## config.mk

```make
export PLATFORM = sky130hd
export DESIGN_NAME = vga_pattern_client
export DESIGN_NICKNAME = d
export VERILOG_FILES = /design/src/rtl/vga_client_pkg.sv /design/src/rtl/vga_box_mover.sv /design/src/rtl/vga_pattern_client.sv
export SDC_FILE = /design/constraint.sdc
export NUM_CORES = 1
export LEC_CHECK = 0
export CAP_MARGIN = 20
export CORE_ASPECT_RATIO = 0.5
export CORE_MARGIN = 2
export CORE_UTILIZATION = 25
export DETAILED_ROUTE_END_ITERATION = 8
export PLACE_DENSITY = 0.47
export SLEW_MARGIN = 20
export SYNTH_ARGS = -nofsm -noshare
export SYNTH_HDL_FRONTEND = slang
export SYNTH_SLANG_ARGS = --single-unit
```

## constraint.sdc

```tcl
create_clock -name CLK_100MHz -period 6.3 [get_ports CLK_100MHz]
set_input_delay 1.89 -clock CLK_100MHz [delete_from_list [all_inputs] [get_ports CLK_100MHz]]
set_output_delay 1.89 -clock CLK_100MHz [all_outputs]
set_load 0.02 [all_outputs]
```

## src/rtl/vga_client_pkg.sv

```systemverilog
// vga_client_pkg
// Shared constants and helpers for the VGA pattern client.
//   MODE_*   : values of the frame-latched display mode
//   palette(): 8-entry colour table; channels are packed at PAL_MAX_CW bits
//              each so that one function serves any channel width up to 8.
package vga_client_pkg;

    localparam logic [2:0] MODE_BORDER  = 3'd0;
    localparam logic [2:0] MODE_PRODUCT = 3'd1;
    localparam logic [2:0] MODE_OVERLAY = 3'd2;
    localparam logic [2:0] MODE_BOX     = 3'd3;
    localparam logic [2:0] MODE_BARS    = 3'd4;

    localparam int PAL_MAX_CW = 8;

    // Returns {R,G,B}, each PAL_MAX_CW wide; only the low cw bits of each
    // channel are meaningful. F = all ones, H = half scale minus one.
    function automatic logic [3*PAL_MAX_CW-1:0] palette(input logic [2:0] idx,
                                                        input int         cw);
        logic [PAL_MAX_CW-1:0] f;
        logic [PAL_MAX_CW-1:0] h;
        logic [PAL_MAX_CW-1:0] r;
        logic [PAL_MAX_CW-1:0] g;
        logic [PAL_MAX_CW-1:0] b;
        f = PAL_MAX_CW'((1 << cw) - 1);
        h = PAL_MAX_CW'((1 << (cw - 1)) - 1);
        r = '0;
        g = '0;
        b = '0;
        case (idx)
            3'd0: begin r = '0; g = '0; b = '0; end
            3'd1: begin r = '0; g = '0; b = f;  end
            3'd2: begin r = '0; g = f;  b = '0; end
            3'd3: begin r = '0; g = f;  b = f;  end
            3'd4: begin r = f;  g = '0; b = '0; end
            3'd5: begin r = f;  g = '0; b = f;  end
            3'd6: begin r = f;  g = f;  b = '0; end
            default: begin r = h; g = h; b = h; end
        endcase
        return {r, g, b};
    endfunction

endpackage

```

## src/rtl/vga_box_mover.sv

```systemverilog
// vga_box_mover
// Position of the bouncing box. Moves one step per enabled cycle (one frame
// tick) and reflects off the active-area edges.
//   CLK_100MHz : clock
//   RESET      : synchronous active-high reset, box returns to (BORDER,BORDER)
//   step_en    : advance one step this cycle
//   box_x/y    : top-left corner of the box
module vga_box_mover
    import vga_client_pkg::*;
#(
    parameter int H_ACTIVE = 800,
    parameter int V_ACTIVE = 600,
    parameter int BORDER   = 100,
    parameter int BOX_SIZE = 64,
    parameter int SPEED    = 4,
    parameter int XW       = 11
) (
    input  logic          CLK_100MHz,
    input  logic          RESET,
    input  logic          step_en,
    output logic [XW-1:0] box_x,
    output logic [XW-1:0] box_y
);

    // One extra bit so pos + SPEED + BOX_SIZE cannot wrap.
    localparam int AW = XW + 1;

    // 0 = increasing, 1 = decreasing
    logic dir_x;
    logic dir_y;

    // Returns {new_dir, new_pos}.
    function automatic logic [XW:0] axis_step(input logic [XW-1:0] pos,
                                              input logic          dir,
                                              input logic [AW-1:0] limit);
        logic [AW-1:0] p;
        logic [AW-1:0] nxt;
        p   = {1'b0, pos};
        nxt = p + AW'(SPEED);
        if (!dir) begin
            if (nxt + AW'(BOX_SIZE) > limit)
                return {1'b1, XW'(limit - AW'(BOX_SIZE))};
            else
                return {1'b0, nxt[XW-1:0]};
        end else begin
            if (p < AW'(SPEED))
                return {1'b0, {XW{1'b0}}};
            else
                return {1'b1, XW'(p - AW'(SPEED))};
        end
    endfunction

    always_ff @(posedge CLK_100MHz) begin
        if (RESET) begin
            box_x <= XW'(BORDER);
            box_y <= XW'(BORDER);
            dir_x <= 1'b0;
            dir_y <= 1'b0;
        end else if (step_en) begin
            {dir_x, box_x} <= axis_step(box_x, dir_x, AW'(H_ACTIVE));
            {dir_y, box_y} <= axis_step(box_y, dir_y, AW'(V_ACTIVE));
        end
    end

endmodule

```

## src/rtl/vga_pattern_client.sv

```systemverilog
// vga_pattern_client
// Per-pixel colour generator between the VGA timing generator and the DAC.
// Two register stages from CurrentX/CurrentY to RED/GREEN/BLUE in every mode;
// the blank flag travels alongside and forces black at the output.
// Mode and solid colour are latched only on the VBlank rising edge, so a
// frame is always drawn in a single mode.
//   CLK_100MHz          : clock
//   RESET               : synchronous active-high reset
//   CurrentX/CurrentY   : pixel coordinate
//   VBlank/HBlank       : blanking from the timing generator
//   MODE/COLOR_SEL      : requested mode / solid colour, taken at frame tick
//   wRed/wGreen/wBlue   : external overlay pixel, valid when yes = 1
//   RED/GREEN/BLUE      : registered colour outputs
//   FrameCount          : frames since reset, wraps at 256
module vga_pattern_client
    import vga_client_pkg::*;
#(
    parameter int H_ACTIVE  = 800,
    parameter int V_ACTIVE  = 600,
    parameter int BORDER    = 100,
    parameter int CW        = 4,
    parameter int XW        = 11,
    parameter int BOX_SIZE  = 64,
    parameter int SPEED     = 4,
    parameter int BAR_SHIFT = 7
) (
    input  logic          CLK_100MHz,
    input  logic          RESET,
    input  logic [XW-1:0] CurrentX,
    input  logic [XW-1:0] CurrentY,
    input  logic          VBlank,
    input  logic          HBlank,
    input  logic [2:0]    MODE,
    input  logic [2:0]    COLOR_SEL,
    input  logic [CW-1:0] wRed,
    input  logic [CW-1:0] wGreen,
    input  logic [CW-1:0] wBlue,
    input  logic          yes,
    output logic [CW-1:0] RED,
    output logic [CW-1:0] GREEN,
    output logic [CW-1:0] BLUE,
    output logic [7:0]    FrameCount
);

    localparam int AW = XW + 1;
    localparam logic [CW-1:0] GREY = CW'((1 << (CW - 1)) - 1);

    function automatic logic [3*CW-1:0] pal_rgb(input logic [2:0] idx);
        logic [3*PAL_MAX_CW-1:0] p;
        p = palette(idx, CW);
        return {p[2*PAL_MAX_CW +: CW], p[PAL_MAX_CW +: CW], p[0 +: CW]};
    endfunction

    // Frame tick and latched frame state
    logic          vblank_q;
    logic          frame_tick;
    logic [2:0]    mode_q;
    logic [2:0]    color_q;
    logic [XW-1:0] box_x;
    logic [XW-1:0] box_y;

    assign frame_tick = VBlank & ~vblank_q;

    vga_box_mover #(
        .H_ACTIVE (H_ACTIVE),
        .V_ACTIVE (V_ACTIVE),
        .BORDER   (BORDER),
        .BOX_SIZE (BOX_SIZE),
        .SPEED    (SPEED),
        .XW       (XW)
    ) u_box (
        .CLK_100MHz (CLK_100MHz),
        .RESET      (RESET),
        .step_en    (frame_tick),
        .box_x      (box_x),
        .box_y      (box_y)
    );

    // Stage-1 combinational colour
    logic [2*XW-1:0] prod;
    logic [AW-1:0]   bar_sum;
    logic [2:0]      bar_idx;
    logic            in_border;
    logic            in_box;
    logic [3*CW-1:0] colour_d;

    assign prod    = {{XW{1'b0}}, CurrentX} * {{XW{1'b0}}, CurrentY};
    assign bar_sum = {1'b0, CurrentX} + AW'(FrameCount);
    assign bar_idx = bar_sum[BAR_SHIFT +: 3];

    assign in_border = (CurrentX <  XW'(BORDER))            ||
                       (CurrentX >= XW'(H_ACTIVE - BORDER)) ||
                       (CurrentY <  XW'(BORDER))            ||
                       (CurrentY >= XW'(V_ACTIVE - BORDER));

    assign in_box = ({1'b0, CurrentX} >= {1'b0, box_x}) &&
                    ({1'b0, CurrentX} <  {1'b0, box_x} + AW'(BOX_SIZE)) &&
                    ({1'b0, CurrentY} >= {1'b0, box_y}) &&
                    ({1'b0, CurrentY} <  {1'b0, box_y} + AW'(BOX_SIZE));

    always_comb begin
        colour_d = '0;
        case (mode_q)
            MODE_PRODUCT: colour_d = '0;  // taken from the product register instead
            MODE_OVERLAY: colour_d = yes ? {wRed, wGreen, wBlue} : {3{GREY}};
            MODE_BOX:     colour_d = in_box ? pal_rgb(FrameCount[7:5]) : '0;
            MODE_BARS:    colour_d = pal_rgb(bar_idx);
            default:      colour_d = in_border ? '1 : pal_rgb(color_q);
        endcase
    end

    // Stage-1 registers
    logic            s1_blank;
    logic            s1_is_prod;
    logic [3*CW-1:0] s1_color;
    logic [2*XW-1:0] s1_prod;

    // Bits of wide intermediates that no mode looks at.
    logic unused_bits;
    assign unused_bits = ^{s1_prod[2*XW-1:3*CW+4], s1_prod[3:0],
                           bar_sum[AW-1:BAR_SHIFT+3], bar_sum[BAR_SHIFT-1:0]};

    always_ff @(posedge CLK_100MHz) begin
        if (RESET) begin
            vblank_q   <= 1'b0;
            FrameCount <= '0;
            mode_q     <= MODE_BORDER;
            color_q    <= '0;
            s1_blank   <= 1'b1;
            s1_is_prod <= 1'b0;
            s1_color   <= '0;
            s1_prod    <= '0;
            RED        <= '0;
            GREEN      <= '0;
            BLUE       <= '0;
        end else begin
            vblank_q <= VBlank;
            if (frame_tick) begin
                FrameCount <= FrameCount + 8'd1;
                mode_q     <= MODE;
                color_q    <= COLOR_SEL;
            end

            s1_blank   <= VBlank | HBlank;
            s1_is_prod <= (mode_q == MODE_PRODUCT);
            s1_color   <= colour_d;
            s1_prod    <= prod;

            if (s1_blank)
                {RED, GREEN, BLUE} <= '0;
            else if (s1_is_prod)
                {RED, GREEN, BLUE} <= s1_prod[3*CW+3:4];
            else
                {RED, GREEN, BLUE} <= s1_color;
        end
    end

endmodule

```

==> run metrics, run 1 <==
Overflow after GRT 0; Port Buffer Count between 60 and 70; routability cong. 0.838; CP max FO 7; fin crit period 6.16 ns; CTS max path bufs 2; main combinational cell family by area after synthesis adder cells; status completed; number of iterations in the first detailed-routing pass 5; Post-synth EDFFs 0; sequential share of the synthesized area a little under a fifth; core area 31600 um2; most used cell, CP fa_1; Initial Utilization about a quarter; Crit path buffers/inverters 4; Compound-Gate Fraction of Synth Area between 10% and 20%; vias in the first global route between 7000 and 8000; placed cells about 1500; Final Net Count 1262; Least-Margin Pin Slew between 0.9 and 1 ns; ys flop type dfxtp_1; pin count of the biggest net entering global routing 34; Post-Synth Adder-Cell Area between 20% and 30%; Synth top area share a little under a fifth; Final Core Density a little under a third; DR vias about 7000; Yosys reg bits 73; post-route ant nets 0; CTS Sinks 73; Slew HR between 30% and 40%; CTS tree done; Fin. Hold Viols 0; DP Wirelength about 18000 um; post-synthesis xor/xnor area fraction 5.26%; dpl ws -0.630 ns; Non-Filler Instances approximately 1500; leading area contributor after synthesis dfxtp_1; clk_lat worst skew approximately 0.36 ns; area grow syn2layout 23.4%; Site Rows 46; wire per inst roughly 16 um; crit start category primary input; root buf cell clkbuf_16; gate family responsible for the most delay along the worst path adder cells; CTS Buf Count 9; setup TNS 0 ns; Synth Area in Simple Gates between 10% and 20%; Final Setup Violations 0; Clock Skews 0.0109 ns; Clk pin slew, worst setup/hold paths roughly 0.06 ns; via/cell ratio 4.73; die area about 34000 um2; most frequent cells in the layout inv_1, nand2_1, ha_1; Iteration-0 DRC Markers about 470; Pwr Density 293 nW/um2; CP arrival ~6.4 ns; worst setup margin approximately 0.14 ns; drt drc 0; leak pwr 4.23 nW; H-Tree Depth 3; synthesized area per cell slightly above 8 um2; CP Capture Type register; total global-route track usage between 10% and 20%; post-synthesis mux area share under 10%; maxcap violations 0; post-synthesis cell area about 8000 um2; syn nets 1166; Synth cell types slightly above 70; period utilisation layout between 90% and 100%; critical path cell sequence dlygate4sd2_1 > nand2_1 > fa_1 > fa_1 > inv_1 > fa_1 > fa_1 > inv_1 > fa_1 > inv_1 > ha_1 > or2_2 > a21oi_2 > o31ai_1 > xnor2_1 > nor2_1; Power, Total 2.89 mW; initial antenna violation count 0; CP max stage cell fa_1; Routed Wire Length ~24000 um; die height between 100 and 150 um; synth warn 0; Slew Viols, Final 0; Synth Instances 972; Top Ports 65; Hold Path Class reg -> reg; Data required, critical path around 6.5 ns; Die Span X 257 um; f_max about 160 MHz; Max IR drop VDD between 0.2 and 0.25 mV; CP Class in -> reg; # diodes 0; Synth area leaders dfxtp_1, fa_1, ha_1; share of cells above drive strength 1 11.0%; global-route wire length before repair between 30000 and 40000 um; asr flop ratio synth 0%; CP max stage delay about 0.55 ns
==> worst register-to-register path, stage by stage (launching register included) <==
cell and delay, ns:
dfxtp_1 0.66, and4_1 0.37, nand3_1 0.13, and2_1 0.24, inv_1 0.07, ha_1 0.25, o21ai_1 0.10, a21oi_1 0.16
a311oi_1 0.07, xnor2_1 0.57, nor2_1 0.25, a311o_1 0.40
==> where the power goes <==
group / internal (mW) / switching, mW / leakage [nW] / total [mW]
registers: 0.521 / 0.0456 / 0.600 / 0.567
clock network: 0.275 / 0.247 / 0.135 / 0.522
logic: 0.889 / 0.911 / 3.50 / 1.80
==> synthesized netlist by cell type (all sizes together) (3+ instances only) <==
cell type,number
a21o,8
buf,13
o21ai,44
o311a,3
o32ai,4
nor2b,6
o22ai,3
fa,67
a31oi,9
mux2i,16
a211oi,7
nand3,20
a311oi,3
or2,3
clkbuf,38
o31ai,4
nor2,64
a21oi,54
a2111oi,4
dfxtp,73
a221oi,7
or3,8
nor4,4
and4,4
a211o,4
and2,58
a41oi,7
ha,82
nor3,16
and3,8
xnor2,34
xor2,14
nand2b,5
nand4,8
nand2,109
o221ai,3
o211ai,10
inv,109
o21a,4
==> layer usage <==
metal,share of wire (%),up-vias,GRT usage [%]
met5,0,-,0
met3,3.0,27,2.53
met4,1.8,0,3.35
met1,48,3459,18.4
met2,47,134,25.3
li1,-,3503,-
==> path summary, 6_finish.rpt <==
path                                startpoint        endpoint  slack, ns  cells after the start
worst min register to register    s1_color[10]          RED[2]       0.48                      2
worst max-delay path               CurrentX[6]     s1_prod[14]       0.14                     16
worst max register to register  u_box.box_y[5]  u_box.box_y[6]       2.93                     11
worst min-delay path              s1_color[10]          RED[2]       0.48                      2
==> logic make-up after synthesis <==
kind of cell / Yosys count
flops: 73
mux: 16
simple gates: 323
compound gates: 202
fa+ha+maj: 149
buf+inv: 161
xor+xnor: 48
==> state kept, by name (all words and copies together) (netlist names), 3 cells and up <==
signal       flops
mode_q           3
GREEN            4
s1_prod         12
color_q          3
u_box.box_y      9
u_box.box_x      9
FrameCount       8
s1_color        12
BLUE             4
RED              4
==> stage by stage <==
| stage | instance area [um2] | hold WS (ns) |
|---|---|---|
| 2_1_floorplan | 8000 | 0.437 |
| 3_3_place_gp | 9430 | 0.467 |
| 3_5_place_dp | 9430 | 0.461 |
| 4_1_cts | 9770 | 0.481 |
| 5_1_grt | 9870 | 0.502 |
| 6_report | 9870 | 0.476 |
==> layout make-up <==
| cell class | instances | area (um2) |
|---|---|---|
| fill | 3304 | 21700 |
| multi-input combinational | 738 | 5980 |
| sequential | 73 | 1460 |
| timing repair buffer | 136 | 1180 |
| tap | 432 | 541 |
| inverter | 110 | 413 |
| clock buffer | 9 | 225 |
| clock inverter | 7 | 61.3 |
==> what timing repair did <==
action                     in CTS  in global routing
setup endpoints to repair       6                  8
buffers inserted                3                  2
gates resized for setup        20                 25
hold buffers                    0                  0
cloned                          1                  4
pin swaps                       4                 11
No activity file was read; power rests on OpenSTA's default activity.
==> inputs of run 2 (changes only) <==
--- a/config.mk
+++ b/config.mk
@@ -5,8 +5,8 @@
 export SDC_FILE = /design/constraint.sdc
 export NUM_CORES = 1
 export LEC_CHECK = 0
-export CAP_MARGIN = 20
-export CORE_ASPECT_RATIO = 0.5
+export CAP_MARGIN = 10
+export CORE_ASPECT_RATIO = 2
 export CORE_MARGIN = 2
 export CORE_UTILIZATION = 25
 export DETAILED_ROUTE_END_ITERATION = 8
==> run 2 against run 1 <==
Effect of this change: critical path type unchanged; clock-buffer cell count increased by 1; combinational power is 6% higher; via count rose by 2.4%; flip-flop and latch count unchanged; global-route usage is 1.9 points higher; sequential power up 1%; power increased by 3.8%; setup slack improved by 0.0017 ns.
==> run metrics, run 2 (synthesis gave the netlist of run 1 again) <==
routability cong. slightly below 0.9; DR vias between 7000 and 8000; drt drc 0; Overflow after GRT 0; period utilisation layout a little over nine tenths; vias in the first global route around 7700; Final Core Density approximately 33%; Final Setup Violations 0; Slew HR ~55%; CTS tree done; CP Class in -> reg; Non-Filler Instances 1517; Die Span X 130 um; die height roughly 260 um; Initial Utilization about a quarter; H-Tree Depth 3; Fin. Hold Viols 0; CP max stage delay about 0.56 ns; top flop regs s1_color (12), s1_prod (12); crit start category primary input; die area 33500 um2; Final Net Count between 1000 and 1500; Clock Skews approximately 0.006 ns; total global-route track usage between 15 and 20%; area grow syn2layout 28.8%; initial antenna violation count 1; Slew Viols, Final 0; Port Buffer Count 64; core area 31500 um2; number of iterations in the first detailed-routing pass 4; CTS Sinks between 70 and 80; Pwr Density 291 nW/um2; critical path cell sequence clkdlybuf4s50_1 > buf_6 > buf_4 > and2_1 > fa_1 > fa_1 > inv_1 > fa_1 > inv_2 > fa_1 > ha_4 > xnor2_2 > xnor2_1 > xnor2_1 > xnor2_2 > or4_1 > a21oi_1; most used cell, CP fa_1; via/cell ratio roughly 4.8; CP Capture Type register; fin crit period between 6 and 7 ns; share of cells above drive strength 1 between 10 and 15%; CTS Buf Count 9; global-route wire length before repair just over 40000 um; status completed; DP Wirelength approximately 21000 um; clk_lat worst skew about 0.35 ns; f_max 162 MHz; Routed Wire Length between 20000 and 30000 um; commonest non-fill, non-tap cell in the layout nand2_1; Clk pin slew, worst setup/hold paths around 0.06 ns; CP max FO 5; CTS max path bufs 2; root buf cell clkbuf_16; CP arrival between 6 and 7 ns; Max IR drop VDD 0.198 mV; wire per inst 17.4 um; CP max stage cell fa_1; maxcap violations 0; Hold Path Class reg -> reg; Top Ports between 60 and 70; Data required, critical path roughly 6.6 ns; Least-Margin Pin Slew 0.679 ns; Iteration-0 DRC Markers 261; placed cells around 1500; Site Rows 92; post-route ant nets 0; most frequent cells in the layout nand2_1, inv_1, ha_1; leak pwr approximately 4.4 nW; pin count of the biggest net entering global routing 28
run 2: cell count changes in the layout (fill, tap and decap cells not counted), moves of 4 or more:
cell | previous run | this run
buf_4 | 65 | 74
inv_1 | 108 | 104
fa_1 | 66 | 57
buf_12 | 0 | 9
inv_2 | 1 | 5
fa_2 | 1 | 10
run 2: critical path: cells and delay by family:
| family | cells | cell delay (ns) |
|---|---|---|
| buffers and inverters | 5 | 0.83 |
| adders and majority gates | 5 | 2.25 |
| and+or+nand+nor | 2 | 0.68 |
| xor gates and xnor gates | 4 | 0.63 |
| AOI/OAI and AO/OA | 1 | 0.14 |
run 2: metrics by stage:
step	worst slack (ns)	TNS [ns]	hold slack, ns	power, mW	cell area (um2)
finish	0.144	0	0.461	3.00	10300
global route	-0.0334	-0.0458	0.495	3.29	10300
CTS	0.0000777	0	0.466	2.91	10100
detailed placement	-0.565	-2.77	0.452	2.24	9640
global placement	-0.499	-2.48	0.453	2.23	9640
floorplan	0.108	0	0.437	1.63	8000
run 2: worst paths after layout:
path / end / start / cells past startpoint / slack, ns
max: s1_prod[15] / CurrentX[8] / 17 / 0.14
min: BLUE[2] / s1_color[2] / 2 / 0.46
max reg2reg: u_box.box_y[6] / u_box.box_y[2] / 10 / 2.73
min reg2reg: BLUE[2] / s1_color[2] / 2 / 0.46
run 2: cell type report:
class / instances / area [um2]
Antenna cell: 1 / 2.50
Clock buffer: 10 / 229
Clock inverter: 6 / 67.6
Inverter: 110 / 413
Fill cell: 3391 / 21200
Timing Repair Buffer: 156 / 1520
Multi-Input combinational cell: 738 / 6070
Tap cell: 423 / 529
Sequential cell: 73 / 1460
run 2: per-layer routing:
layer  track usage [%]  part of all wire (%)
met1              15.9                    35
met2              32.4                    58
met3              1.95                   2.4
met4              7.83                   4.8
met5                 0                     0
run 2: timing repair:
| item | in CTS | in global routing |
|---|---|---|
| pin swaps | 14 | 28 |
| setup buffers | 5 | 7 |
| gates cloned | 2 | 2 |
| gates resized for setup | 27 | 38 |
| setup endpoints to repair | 3 | 6 |
| hold buffers | 0 | 0 |
run 2: power by group:
part | switching (mW) | internal [mW]
sequential | 0.0521 | 0.521
combinational | 0.928 | 0.970
clock | 0.218 | 0.308
